File: config.mk
export PLATFORM = sky130hd
export DESIGN_NAME = gat_bram_loader
export DESIGN_NICKNAME = d
export VERILOG_FILES = /design/src/rtl/gat_bram_loader.sv
export SDC_FILE = /design/constraint.sdc
export NUM_CORES = 1
export LEC_CHECK = 0
export BUFFER_PORTS_ARGS = -buffer_cell sky130_fd_sc_hd__buf_2
export CAP_MARGIN = 25
export CORE_ASPECT_RATIO = 1.1
export CORE_UTILIZATION = 47
export DETAILED_ROUTE_END_ITERATION = 8
export GPL_ROUTABILITY_DRIVEN = 0
export PLACE_DENSITY = 0.84
export SLEW_MARGIN = 20
export SYNTH_ARGS = -nofsm -noshare
export SYNTH_HDL_FRONTEND = slang
export SYNTH_SLANG_ARGS = --single-unit
File: constraint.sdc
create_clock -name clk -period 2.35 [get_ports clk]
set_input_delay 0 -clock clk [delete_from_list [all_inputs] [get_ports clk]]
set_output_delay 0 -clock clk [all_outputs]
set_load 0.005 [all_outputs]
File: src/rtl/gat_bram_loader.sv
// Load sequencer: takes one 32-bit valid/ready word stream and writes it into the
// H-data, node-info and weight BRAM ports in order, flagging each region when it is full.
module gat_bram_loader #(
  parameter int H_DATA_DEPTH     = 242101,
  parameter int NODE_INFO_DEPTH  = 13264,
  parameter int WEIGHT_DEPTH     = 22928,
  parameter int H_DATA_ADDR_W    = $clog2(H_DATA_DEPTH),
  parameter int NODE_INFO_ADDR_W = $clog2(NODE_INFO_DEPTH),
  parameter int WEIGHT_ADDR_W    = $clog2(WEIGHT_DEPTH)
) (
  input  logic                        clk,
  input  logic                        rst,
  input  logic                        load_start,
  output logic                        load_busy,
  output logic                        load_err,
  output logic [31:0]                 words_loaded,
  input  logic                        s_valid,
  input  logic [31:0]                 s_data,
  input  logic                        s_last,
  output logic                        s_ready,
  output logic [31:0]                 h_data_bram_din,
  output logic                        h_data_bram_ena,
  output logic                        h_data_bram_wea,
  output logic [H_DATA_ADDR_W+1:0]    h_data_bram_addra,
  output logic [31:0]                 h_node_info_bram_din,
  output logic                        h_node_info_bram_ena,
  output logic                        h_node_info_bram_wea,
  output logic [NODE_INFO_ADDR_W+1:0] h_node_info_bram_addra,
  output logic [31:0]                 wgt_bram_din,
  output logic                        wgt_bram_ena,
  output logic                        wgt_bram_wea,
  output logic [WEIGHT_ADDR_W+1:0]    wgt_bram_addra,
  output logic                        h_data_bram_load_done,
  output logic                        h_node_info_bram_load_done,
  output logic                        wgt_bram_load_done
);
  localparam int IDX_W0 = (H_DATA_ADDR_W > NODE_INFO_ADDR_W) ? H_DATA_ADDR_W : NODE_INFO_ADDR_W;
  localparam int IDX_W  = (IDX_W0 > WEIGHT_ADDR_W) ? IDX_W0 : WEIGHT_ADDR_W;

  typedef enum logic [2:0] {IDLE, LOAD_H, LOAD_NI, LOAD_W, DONE, ERR} state_t;

  state_t           state, next;
  logic [IDX_W-1:0] idx;
  logic             in_load, accept, start, region_end;
  logic [2:0]       fin_q;   // one-cycle marker: the strobe now on the bus closes a region

  assign in_load = (state == LOAD_H) || (state == LOAD_NI) || (state == LOAD_W);
  assign s_ready = in_load;
  assign accept  = s_valid & in_load;
  assign start   = load_start & ((state == IDLE) || (state == DONE) || (state == ERR));

  always_comb begin
    region_end = 1'b0;
    case (state)
      LOAD_H:  region_end = (idx == IDX_W'(H_DATA_DEPTH - 1));
      LOAD_NI: region_end = (idx == IDX_W'(NODE_INFO_DEPTH - 1));
      LOAD_W:  region_end = (idx == IDX_W'(WEIGHT_DEPTH - 1));
      default: region_end = 1'b0;
    endcase
  end

  always_comb begin
    next = state;
    if (start) next = LOAD_H;
    else if (accept) begin
      // s_last is legal only on the final weight word; its absence there is also an error
      if (s_last && !(state == LOAD_W && region_end)) next = ERR;
      else if (region_end) begin
        case (state)
          LOAD_H:  next = LOAD_NI;
          LOAD_NI: next = LOAD_W;
          default: next = s_last ? DONE : ERR;
        endcase
      end
    end
  end

  always_ff @(posedge clk) begin
    if (rst) state <= IDLE;
    else     state <= next;
  end

  always_ff @(posedge clk) begin
    if (rst) begin
      idx                        <= '0;
      fin_q                      <= '0;
      load_busy                  <= 1'b0;
      load_err                   <= 1'b0;
      words_loaded               <= '0;
      h_data_bram_din            <= '0;
      h_data_bram_ena            <= 1'b0;
      h_data_bram_wea            <= 1'b0;
      h_data_bram_addra          <= '0;
      h_node_info_bram_din       <= '0;
      h_node_info_bram_ena       <= 1'b0;
      h_node_info_bram_wea       <= 1'b0;
      h_node_info_bram_addra     <= '0;
      wgt_bram_din               <= '0;
      wgt_bram_ena               <= 1'b0;
      wgt_bram_wea               <= 1'b0;
      wgt_bram_addra             <= '0;
      h_data_bram_load_done      <= 1'b0;
      h_node_info_bram_load_done <= 1'b0;
      wgt_bram_load_done         <= 1'b0;
    end else begin
      load_busy            <= (next == LOAD_H) || (next == LOAD_NI) || (next == LOAD_W);
      fin_q                <= '0;
      h_data_bram_ena      <= 1'b0;
      h_data_bram_wea      <= 1'b0;
      h_node_info_bram_ena <= 1'b0;
      h_node_info_bram_wea <= 1'b0;
      wgt_bram_ena         <= 1'b0;
      wgt_bram_wea         <= 1'b0;
      h_data_bram_load_done      <= h_data_bram_load_done      | fin_q[0];
      h_node_info_bram_load_done <= h_node_info_bram_load_done | fin_q[1];
      wgt_bram_load_done         <= wgt_bram_load_done         | fin_q[2];
      if (start) begin
        idx                        <= '0;
        load_err                   <= 1'b0;
        words_loaded               <= '0;
        h_data_bram_load_done      <= 1'b0;
        h_node_info_bram_load_done <= 1'b0;
        wgt_bram_load_done         <= 1'b0;
      end else if (accept) begin
        idx          <= region_end ? '0 : idx + 1'b1;
        words_loaded <= words_loaded + 32'd1;
        if (next == ERR) load_err <= 1'b1;
        case (state)
          LOAD_H: begin
            h_data_bram_din   <= s_data;
            h_data_bram_ena   <= 1'b1;
            h_data_bram_wea   <= 1'b1;
            h_data_bram_addra <= {idx[H_DATA_ADDR_W-1:0], 2'b00};
            fin_q[0]          <= region_end;
          end
          LOAD_NI: begin
            h_node_info_bram_din   <= s_data;
            h_node_info_bram_ena   <= 1'b1;
            h_node_info_bram_wea   <= 1'b1;
            h_node_info_bram_addra <= {idx[NODE_INFO_ADDR_W-1:0], 2'b00};
            fin_q[1]               <= region_end;
          end
          default: begin
            wgt_bram_din   <= s_data;
            wgt_bram_ena   <= 1'b1;
            wgt_bram_wea   <= 1'b1;
            wgt_bram_addra <= {idx[WEIGHT_ADDR_W-1:0], 2'b00};
            fin_q[2]       <= region_end;
          end
        endcase
      end
    end
  end
endmodule

==> impl_summary.md, run 1 <==
Status
The flow ran to the end, and the final reports show no timing, DRC or antenna violations.

Clocking
The clock reaches the later pin of the worst-skew pair after 0.50 ns. The maximum clock insertion buffer count is 3. Clock-pin slew was measured on the worst setup and hold paths at roughly 0.060 ns. Clock tree synthesis selected as its root buffer the cell clkbuf_16. CTS saw roughly 210 sinks. Buffers inserted during clock tree synthesis total 22. TritonCTS built the clock tree. CTS built an H-tree with a depth of 1.

Setup path
The kind of end point of the critical path is a flip-flop. The endpoint identified for the worst register-to-register timing path is load_busy. STA classifies the critical path startpoint as a flip-flop.

Data on the critical path arrives at its endpoint at between 2 and 3 ns. The reg-to-reg setup timing slack is around 0.19 ns. The cell depth of the worst flop-to-flop path is 6. The critical path in this run is classified as reg -> reg. Of all nets on the critical path, the largest fanout is 7. For the worst setup path, the data required time is 2.78 ns. The worst register-to-register path begins at idx[10].

Layout
Summing all non-filler instances in the final layout gives an area of 0.0104 sq mm. The library cells used most frequently in the layout, excluding fill and tap cells, are nand2_1 (316), buf_2 (222), dfxtp_1 (207). The fraction of layout cells with a size suffix above 1 is 24.5%. The final layout contains 1275 nets. The most frequent standard cell in the layout excluding fill and tap cells is nand2_1. The number of antenna diodes in the final layout is 0. Relative to the synthesized area, the layout overhead comes to 30.6%.

Die
The core footprint is roughly 0.016 sq mm. In this run the vertical extent of the chip is between 100 and 150 microns. Once the floorplan was initialized, standard cells occupied 48.4% of the core. Measured along the x axis, the die boundary spans around 130 microns.

The floorplan has 49 rows. The full die area is 0.0175 sq mm. The number of top-level pins is 230.

Drt
The average routed wire per standard cell is around 16 microns. The routed wire length is ~24 mm. After detailed routing, the number of vias per cell comes to 5.43. The count of nets left with antenna violations once routing finished came out at 0. The DRC violation count after routing is 0. The number of search-and-repair iterations in the first detailed-routing pass is 5. The first-iteration detailed-routing DRC count is between 500 and 600. For this block, the via count after detailed routing is approximately 8000.

Global routing
For this run, the total global-route usage over all layers was measured as a little over a quarter. Entering global routing, the biggest net connects 94 pins. The wire length of the first global-routing pass is ~38 mm.

The number of global-route vias before repair is slightly below 8000. The number of antenna violations at the first check in global routing came to 0. The total overflow left after global routing is 0.

Worst hold path
Along the worst hold path, the cell count comes to 4. For hold timing, the worst endpoint is wgt_bram_din[15]. The path category of the worst min-delay check is in -> reg. The startpoint identified for the worst hold timing path is s_data[15].

Power and ir drop
The peak supply drop is a little over 0.6 mV. The total power is approximately 7.6 mW. Of the total power, combinational logic draws around 6.4%. The sequential cell fraction of total power is ~47%. The power spent charging and discharging nets is around 1.7 mW. The fraction of power spent switching nets is between 20% and 30%.

Of the total power, the clock network draws between 40 and 50%. The power per cell area is about 730 mW/mm^2. The design internal power is between 5 and 6 mW. The leakage dissipation is 4.37 nW.

Placement
Detailed placement ended at an HPWL of ~15 mm. The count of buffers inserted at the top-level ports is 223. The standard cell area after detailed placement is 0.00932 sq mm.

Prior to clock tree synthesis, the placed netlist has a worst setup slack of -0.0250 ns.

STA
The normalized max-slew margin is a little over half. The fraction of the cycle the final worst path needs is around 92%. Setup violations remaining at the end of the flow were counted as 0. The transition time at the pin with the least slew margin is between 0.6 and 0.7 ns. The clock arrives with between 0.015 and 0.02 ns of skew.

The final setup TNS is 0 ns. The least setup slack across all paths after layout is slightly below 0.2 ns. The final number of hold-violating endpoints was 0.

The worst hold slack after final layout is between 0.3 and 0.4 ns. The number of max-slew violations in the final report came to 0. The final critical delay including setup and external delays is roughly 2.2 ns. Setup repair after global routing left no endpoint under its margin. For this run, the top clock speed supported by timing is 0.464 GHz.

Synth
The synthesized design contains between 200 and 250 register bits. A synthesized cell averages 8.00 sq um. The synthesized design contains 0 enable-type register cells. The synthesized cell area is ~0.0080 sq mm. After technology mapping, the gate count stands at about 1000. The netlist uses 53 different library cells. The share of synthesized area occupied by flip-flops and latches is between 50% and 60%.

The most frequently used flop master after synthesis is dfxtp_1. Of all flip-flops after synthesis, the portion carrying an async set or reset was 0%. Yosys printed 0 warnings.

Job
The total of max-cap violations is 0.
==> metrics by stage <==
stage | instances | utilization (%)
after global routing | 1456 | 63.2
after detailed placement | 1380 | 56.5
after global placement | 1380 | 56.5
after CTS | 1456 | 63.1
final | 1456 | 63.2
after floorplan | 1003 | -
==> cell families after synthesis <==
kind of cell / synth area share [%]
xor+xnor: 5.26
buf+inv: 4.87
flops: 51.9
other cells: 0.0469
compound gates: 12.1
fa+ha+maj: 0.313
simple gates: 25.5
==> flip-flops by register name (all words and copies together), names as in the netlist, 3 cells and up <==
register                flops
state                       3
wgt_bram_din               32
idx                        18
h_node_info_bram_din       32
h_data_bram_din            32
fin_q                       3
words_loaded               32
wgt_bram_addra             15
h_data_bram_addra          18
h_node_info_bram_addra     14
==> routing by layer <==
layer	vias up	GRT usage, %	part of all wire [%]
met3	85	7.10	9.0
met5	-	0	0
met2	399	45.1	48
met4	0	14.8	4.4
li1	3731	-	-
met1	3686	30.2	38
==> timing repair <==
item / in CTS / in global routing
hold endpoints to repair: 103 / 0
endpoints found under the setup margin: 19 / 21
hold buffers: 36 / 0
resized for setup: 1 / 3
buffers inserted: 0 / 0
==> power groups by stage <==
stage               clock, mW  combinational, mW  sequential (mW)
finish                   3.53              0.485             3.59
global route             3.74              0.527             3.59
CTS                      3.57              0.476             3.59
detailed placement          0              0.427             3.67
global placement            0              0.423             3.66
floorplan                   0              0.244             3.67
==> synthesized netlist by cell type, drive strengths merged (2+ instances only) <==
| library cell | number | area share, % |
|---|---|---|
| o21ai | 5 | 0.36 |
| and4 | 6 | 0.66 |
| nor2b | 2 | 0.16 |
| or3 | 7 | 0.67 |
| nor2 | 72 | 3.4 |
| nand2b | 3 | 0.23 |
| nand2 | 317 | 15 |
| nand4 | 13 | 1.0 |
| xor2 | 34 | 3.7 |
| inv | 5 | 0.23 |
| clkbuf | 60 | 2.8 |
| ha | 2 | 0.31 |
| and2 | 2 | 0.16 |
| a31oi | 2 | 0.16 |
| and3 | 9 | 0.70 |
| nor3 | 10 | 0.63 |
| buf | 22 | 1.8 |
| a21oi | 151 | 9.5 |
| nor3b | 2 | 0.19 |
| nor4 | 6 | 0.66 |
| nand3 | 21 | 1.3 |
| o2111ai | 3 | 0.41 |
| xnor2 | 14 | 1.5 |
| or2 | 4 | 0.31 |
| dfxtp | 207 | 52 |
==> worst max path at each step <==
stage	startpoint	end	slack, ns	cells after the start
finish	idx[10]	load_busy	0.19	6
global route	idx[10]	load_busy	0.06	6
CTS	state[2]	load_busy	0.06	6
detailed placement	state[2]	load_busy	-0.02	6
global placement	state[2]	load_busy	0.13	6
floorplan	idx[0]	idx[11]	0.14	9
==> area by class of cell <==
class / count / area (sq um)
Multi-Input combinational cell: 709 / 3510
Fill cell: 1324 / 6060
Clock buffer: 33 / 613
Tap cell: 204 / 255
Inverter: 5 / 18.8
Clock inverter: 7 / 118
Timing Repair Buffer: 291 / 1770
Sequential cell: 207 / 4140
==> critical path, stage by stage (launching register included) <==
cell and delay, ns:
dfxtp_1 0.38, or4bb_1 0.53, nor2_2 0.13, o2111ai_2 0.19
or2_4 0.33, or3_4 0.34, a41oi_2 0.19
Power figures use the tool's default switching activity.
==> run 2: changes to the inputs <==
Settings changed: MAX_ROUTING_LAYER set to met4.
==> run 2 against run 1 <==
Compared with the run above:
- maximum frequency rose by 0.12%
- routed wire length rose by 0.19%
- largest cell class unchanged
- critical path type unchanged
- worst hold slack got worse by 0.0042 ns
- largest power group unchanged
- highest routed layer unchanged
==> impl_summary.md, run 2 (synthesized netlist as in run 1, its figures left out) <==
STA
The largest clock skew in the final design is 0.0189 ns (+0.000523 ns). The final number of hold-violating endpoints came to 0 (unchanged). The normalized max-slew margin came to 55.0% (+0.21 points). The transition time at the pin with the least slew margin is 0.676 ns (-0.00315 ns). Setup repair after global routing left no endpoint under its margin.

The fraction of the cycle the final worst path needs was 91.7% (-0.11 points). The highest achievable clock rate is 0.464 GHz (+0.12%). The number of max-slew violations in the final report is 0 (unchanged). The final number of setup-violating endpoints is 0 (unchanged).

The final critical delay including setup and external delays came to 2.15 ns (-0.00257 ns). The worst hold slack after final layout is 0.309 ns (-0.00421 ns). The least setup slack across all paths after layout came to 0.196 ns (+0.00257 ns).

Setup path
The capture point of the worst reg-to-reg path is load_busy. The data arrival at the endpoint of the critical path is 2.58 ns (about the same). The path type of the worst setup path is reg -> reg. The kind of end point of the critical path is a flip-flop. The cell depth of the worst flop-to-flop path is 6 (unchanged). The launching instance or port of the critical path is idx[10]. The critical path ends at load_busy.

The maximum fanout along the worst path is 7 (unchanged). The reg-to-reg setup timing slack is 0.20 ns (about the same). STA classifies the critical path startpoint as a flip-flop.

The data required time at the worst endpoint is 2.78 ns (about the same). In this run the critical register-to-register path is launched from idx[10].

Layout
The most frequent standard cell in the layout excluding fill and tap cells is nand2_1. The fill cell total of the finished layout is 1324 (unchanged). The area taken by multi-input logic gates is 0.00351 sq mm (unchanged). The storage element area is 0.00414 sq mm (unchanged). The top cell types in the final layout, fill and taps aside, are nand2_1 (316), buf_2 (222), dfxtp_1 (207). The area added between synthesis and finish is 30.6% (unchanged).

The fraction of layout cells with a size suffix above 1 was 24.5% (unchanged). The final antenna diode count was 0 (unchanged). The net count reported at finish is 1275 (unchanged).

The utilization after layout came to 63.2% (unchanged).

Clocking
The maximum clock insertion buffer count is 3 (unchanged). The buffer type at the clock tree root is clkbuf_16. The total CTS buffers was 22 (unchanged). The number of setup buffers added after CTS is 0 (unchanged).

The TritonCTS clock tree is yes. The clock sink count is 207 (unchanged). The clock input transition at the sequential cells of the worst setup and hold paths was 0.06 ns (about the same). The H-tree depth came to 1 (unchanged). The clock latency reported for the late side of the worst-skew pair was 0.50 ns (about the same).

Global routing
The met2 track utilization from global routing was 45.1% (about the same). The number of global-route vias before repair is 7714 (-0.21%). The number of antenna violations at the first check in global routing was 0 (unchanged).

The leftover overflow at the end of global routing was 0 (unchanged). The met3 demand-to-capacity share in global routing is 6.02% (-1.1 points). The met1 track utilization from global routing is 31.1% (+0.91 points).

The most used routing layer is met2. The overall routing resource usage was 27.4% (+0.87 points). The largest net degree at the start of global routing came to 94 (unchanged).

The wire length of the first global-routing pass was 37.9 mm (unchanged).

Power and ir drop
The fraction of power spent switching nets was 22.7% (+0.11 points). The combinational share of power was 6.4% (about the same). The sequential cell fraction of total power is 47.1% (about the same). The peak supply drop is 0.630 mV (+1.4%).

The clock network power share is 46.5% (about the same). The design internal power is 5.89 mW (about the same). The leakage dissipation is 4.37 nW (unchanged).

The power spent charging and discharging nets is 1.73 mW (+0.66%). The power per cell area is 730 mW/mm^2 (+0.16%).

Placement
The half-perimeter wire length after detailed placement is 15.1 mm (unchanged). The count of buffers inserted at the top-level ports is 223 (unchanged). The worst setup timing slack at the placement stage is -0.0250 ns (unchanged).

Drt
The routed wire length is 23.7 mm (+0.19%). The first-iteration detailed-routing DRC count is 563 (-1.4%). The average routed wire per standard cell is 16.3 microns (+0.19%). The via density per instance is 5.42 (about the same). The count of antenna-violating nets left after detailed routing is 0 (unchanged). The total number of vias is 7897 (-0.051%).

The number of search-and-repair iterations in the first detailed-routing pass came to 5 (unchanged). The DRC violation count after routing is 0 (unchanged).

Die
The overall die height came to 139 microns (unchanged). The placement row count is 49 (unchanged). The overall die width is 126 microns (unchanged). The full die area came to 0.0175 sq mm (unchanged).

The starting density of the core is 48.4% (unchanged). The core footprint was 0.0165 sq mm (unchanged). The number of top-level pins is 230 (unchanged).

Worst hold path
The path category of the worst min-delay check is in -> reg.

Job
The total of max-cap violations is 0 (unchanged).

Status
The run finished with clean final reports.
-- run 2: cell counts in the layout (fill, tap and decap cells not counted) --
Identical to the previous run, type by type.
-- run 2: final cells by class --
type	instances	share of cell area (%)
repair buffers	291	17.0
clock inverters	7	1.13
flip-flops and latches	207	39.7
multi-input cells	709	33.7
clock buffers	33	5.88
inverters	5	0.180
well taps	204	2.45
-- run 2: power groups by stage --
stage | sequential, mW | clock, mW | combinational (mW)
global placement | 3.66 | 0 | 0.423
detailed placement | 3.67 | 0 | 0.427
global route | 3.59 | 3.74 | 0.528
floorplan | 3.67 | 0 | 0.244
CTS | 3.59 | 3.57 | 0.476
finish | 3.59 | 3.54 | 0.485
-- run 2: what timing repair did --
| action | 4_1_cts | 5_1_grt |
|---|---|---|
| resized for setup | 1 | 3 |
| cloned | 0 | 0 |
| endpoints found under the hold margin | 103 | 0 |
| setup endpoints to repair | 19 | 21 |
| hold buffers | 36 | 0 |
-- run 2: layer usage --
| layer | up-vias | share of wire, % |
|---|---|---|
| met5 | - | 0 |
| li1 | 3736 | - |
| met1 | 3680 | 39 |
| met3 | 97 | 8.4 |
| met4 | 0 | 4.5 |
| met2 | 384 | 48 |
-- run 2: critical path, cell delays in order, from the launching register on --
cell and delay [ns]:
dfxtp_1 0.38, or4bb_1 0.53, nor2_2 0.13, o2111ai_2 0.19, or2_4 0.33, or3_4 0.34, a41oi_2 0.19
-- run 2: worst min-delay path by stage --
stage / from / endpoint / cells past startpoint
floorplan: s_data[0] / h_data_bram_din[0] / 2
global placement: s_data[22] / wgt_bram_din[22] / 3
detailed placement: s_data[1] / wgt_bram_din[1] / 3
CTS: s_data[21] / h_node_info_bram_din[21] / 4
global route: s_data[22] / h_node_info_bram_din[22] / 4
finish: s_data[17] / h_node_info_bram_din[17] / 4
-- run 2: metrics by stage --
stage	cells	instance area (sq um)	setup TNS [ns]	power, mW
4_1_cts	1456	10400	0	7.63
3_3_place_gp	1380	9320	0	4.09
3_5_place_dp	1380	9320	-0.0293	4.09
2_1_floorplan	1003	8010	0	3.91
6_report	1456	10400	0	7.62
5_1_grt	1456	10400	0	7.86
==> run 3: changes to the inputs <==
Settings changed: REMOVE_ABC_BUFFERS set to 1.
==> run 3 against run 2 <==
Compared with the run above:
- cell area is 0.82% higher
- setup slack worse by 0.079 ns
- sequential power hardly changed
- clock skew hardly changed
- global-route usage is 0.55 points lower
- sequential share of layout area is 0.32 points lower
- utilization is 0.52 points higher
- via count is 1.0% lower
- first-iteration DRC count is 0.18% higher
- register-to-register slack worse by 0.08 ns
- flip-flop and latch count stayed put
- critical path depth stayed put
- critical path type unchanged
- largest cell class unchanged
- highest routed layer unchanged
==> impl_summary.md, run 3 (synthesized netlist as in run 1, its figures left out) <==
Drt
The count of antenna-violating nets left after detailed routing is 0 (unchanged). The average routed wire per standard cell came to 15.8 microns (-2.7%). The first-iteration detailed-routing DRC count is 564 (+0.18%). The DRC violation count after routing came to 0 (unchanged).

The via density per instance is 5.36 (-1.2%). The total number of vias is 7818 (-1.0%). The number of search-and-repair iterations in the first detailed-routing pass was 5 (unchanged). The routed wire length is 23.1 mm (-2.5%).

STA
The highest achievable clock rate came to 0.448 GHz (-3.5%). The final number of hold-violating endpoints is 0 (unchanged). The fraction of the cycle the final worst path needs was 95.0% (+3.4 points). Setup repair after global routing left no endpoint under its margin. The normalized max-slew margin is 60.9% (+5.9 points). The number of max-slew violations in the final report was 0 (unchanged). The largest clock skew in the final design came to 0.0185 ns (-0.000356 ns). The final critical delay including setup and external delays is 2.23 ns (+0.0792 ns).

The final setup TNS is 0 ns (unchanged). The final number of setup-violating endpoints is 0 (unchanged). The transition time at the pin with the least slew margin is 0.585 ns (-0.0901 ns).

Die
The overall die height is 139 microns (unchanged). The full die area was 0.0175 sq mm (unchanged). The number of top-level pins came to 230 (unchanged). The placement row count is 49 (unchanged).

The core footprint is 0.0165 sq mm (unchanged). The starting density of the core was 48.4% (unchanged). The overall die width was 126 microns (unchanged).

Clocking
The clock latency reported for the late side of the worst-skew pair is 0.50 ns (about the same). The TritonCTS clock tree is yes. The total CTS buffers is 22 (unchanged).

The maximum clock insertion buffer count was 3 (unchanged). The buffer type at the clock tree root is clkbuf_16. The number of setup buffers added after CTS was 0 (unchanged). The clock sink count is 207 (unchanged). The H-tree depth came to 1 (unchanged). The clock input transition at the sequential cells of the worst setup and hold paths is 0.06 ns (about the same).

Layout
The area added between synthesis and finish is 31.6%. The final antenna diode count is 0 (unchanged). The filler-free cell count of the finished design came to 1459 (+0.21%). The net count reported at finish came to 1278 (+0.24%). The fraction of layout cells with a size suffix above 1 is 25.3% (+0.74 points). The fill cell total of the finished layout is 1316 (-0.60%). The library cell used most frequently in the layout, excluding fill and tap cells, is nand2_1. The storage element area is 0.00414 sq mm (unchanged). The utilization after layout is 63.8% (+0.52 points). The cell area after layout was 0.0105 sq mm (+0.82%).

In the layout the commonest cells are nand2_1 (316), buf_2 (222), dfxtp_1 (207). The area taken by multi-input logic gates is 0.00350 sq mm (-0.25%).

Placement
The count of buffers inserted at the top-level ports is 223 (unchanged). The standard cell area after detailed placement is 0.00934 sq mm (+0.24%). The half-perimeter wire length after detailed placement is 14.9 mm (-1.2%). The placed cell count is 1383 (+0.22%).

Job
The total of max-cap violations is 0 (unchanged).

Setup path
The kind of end point of the critical path is a flip-flop. Traced cell by cell, the critical path runs through or4bb_1 -> nor2_2 -> o2111ai_2 -> or2_1 -> or3_4 -> a41oi_2. The reg-to-reg setup timing slack is 0.12 ns (-0.08 ns). The type of element launching the critical path is a flip-flop.

For this design, the slowest cell found on the critical path is or4bb_1. The data required time at the worst endpoint is 2.78 ns (about the same). The stage delay of the slowest cell on the critical path is 0.53 ns (about the same).

The data arrival at the endpoint of the critical path is 2.66 ns (+0.08 ns). The maximum fanout along the worst path was 7 (unchanged). By startpoint and endpoint, the worst setup path is classified as reg -> reg.

Global routing
The largest net degree at the start of global routing is 89 (-5.3%). The overall routing resource usage is 26.9% (-0.55 points). The number of global-route vias before repair came to 7651 (-0.82%). The number of antenna violations at the first check in global routing was 0 (unchanged).

The leftover overflow at the end of global routing was 0 (unchanged). The wire length of the first global-routing pass is 37.2 mm (-1.7%).

Power and ir drop
The peak supply drop came to 0.771 mV (+22%). The power per cell area is 742 mW/mm^2 (+1.6%). The leakage dissipation was 4.44 nW (+1.6%).

Worst hold path
The path category of the worst min-delay check is in -> reg.

Status
The flow ran to the end, and the final reports show no timing, DRC or antenna violations.
==> run 3: cell count changes in the layout (fill, tap and decap cells not counted), sizes merged <==
| cell | change |
|---|---|
| buf | +3 |
| clkinv | +2 |
| clkbuf | +1 |
| clkinvlp | -3 |
==> run 3: where the power goes <==
part	internal [mW]	switching [mW]	leakage (nW)	total [mW]
Clock	2.36	1.37	0.399	3.73
Combinational	0.189	0.291	2.37	0.480
Sequential	3.56	0.0329	1.67	3.59
Total	6.11	1.69	4.44	7.80
==> run 3: cell type report <==
class,instances,area share [%]
Clock buffer,34,6.63
Timing Repair Buffer,294,17.0
Multi-Input combinational cell,709,33.3
Sequential cell,207,39.4
Inverter,5,0.179
Tap cell,204,2.43
Clock inverter,6,1.00
==> run 3: routing by layer <==
layer	wire (microns)	up-vias	global-route usage [%]
met5	0	-	-
met2	11300	359	44.9
met3	1610	77	5.09
met1	9190	3641	30.9
met4	1010	0	13.1
li1	-	3741	-
==> run 3: repair_timing <==
action / 4_1_cts / 5_1_grt
hold buffers: 36 / 0
gates resized for setup: 0 / 3
setup endpoints to repair: 0 / 19
endpoints found under the hold margin: 114 / 0
==> run 3: worst paths after layout <==
| check | start | to | depth (start not counted) |
|---|---|---|---|
| setup / recovery | idx[10] | load_busy | 6 |
| hold / removal | s_data[20] | h_node_info_bram_din[20] | 4 |
| setup reg to reg | idx[10] | load_busy | 6 |
| hold reg to reg | fin_q[1] | h_node_info_bram_load_done | 2 |
==> run 3: critical path, delay by kind of cell, from the launching register on <==
kind / cells / cell delay [ns]
compound gates: 2 / 0.40
simple gates: 4 / 1.41
flops: 1 / 0.36
==> run 3: per-stage QoR <==
step	power, mW	hold slack (ns)	setup slack, ns
global route	8.05	0.306	0.0189
CTS	7.84	0.287	0.0833
detailed placement	4.09	0.267	0.118
global placement	4.08	0.263	0.203
finish	7.80	0.310	0.117
floorplan	3.84	0.0691	-0.0706
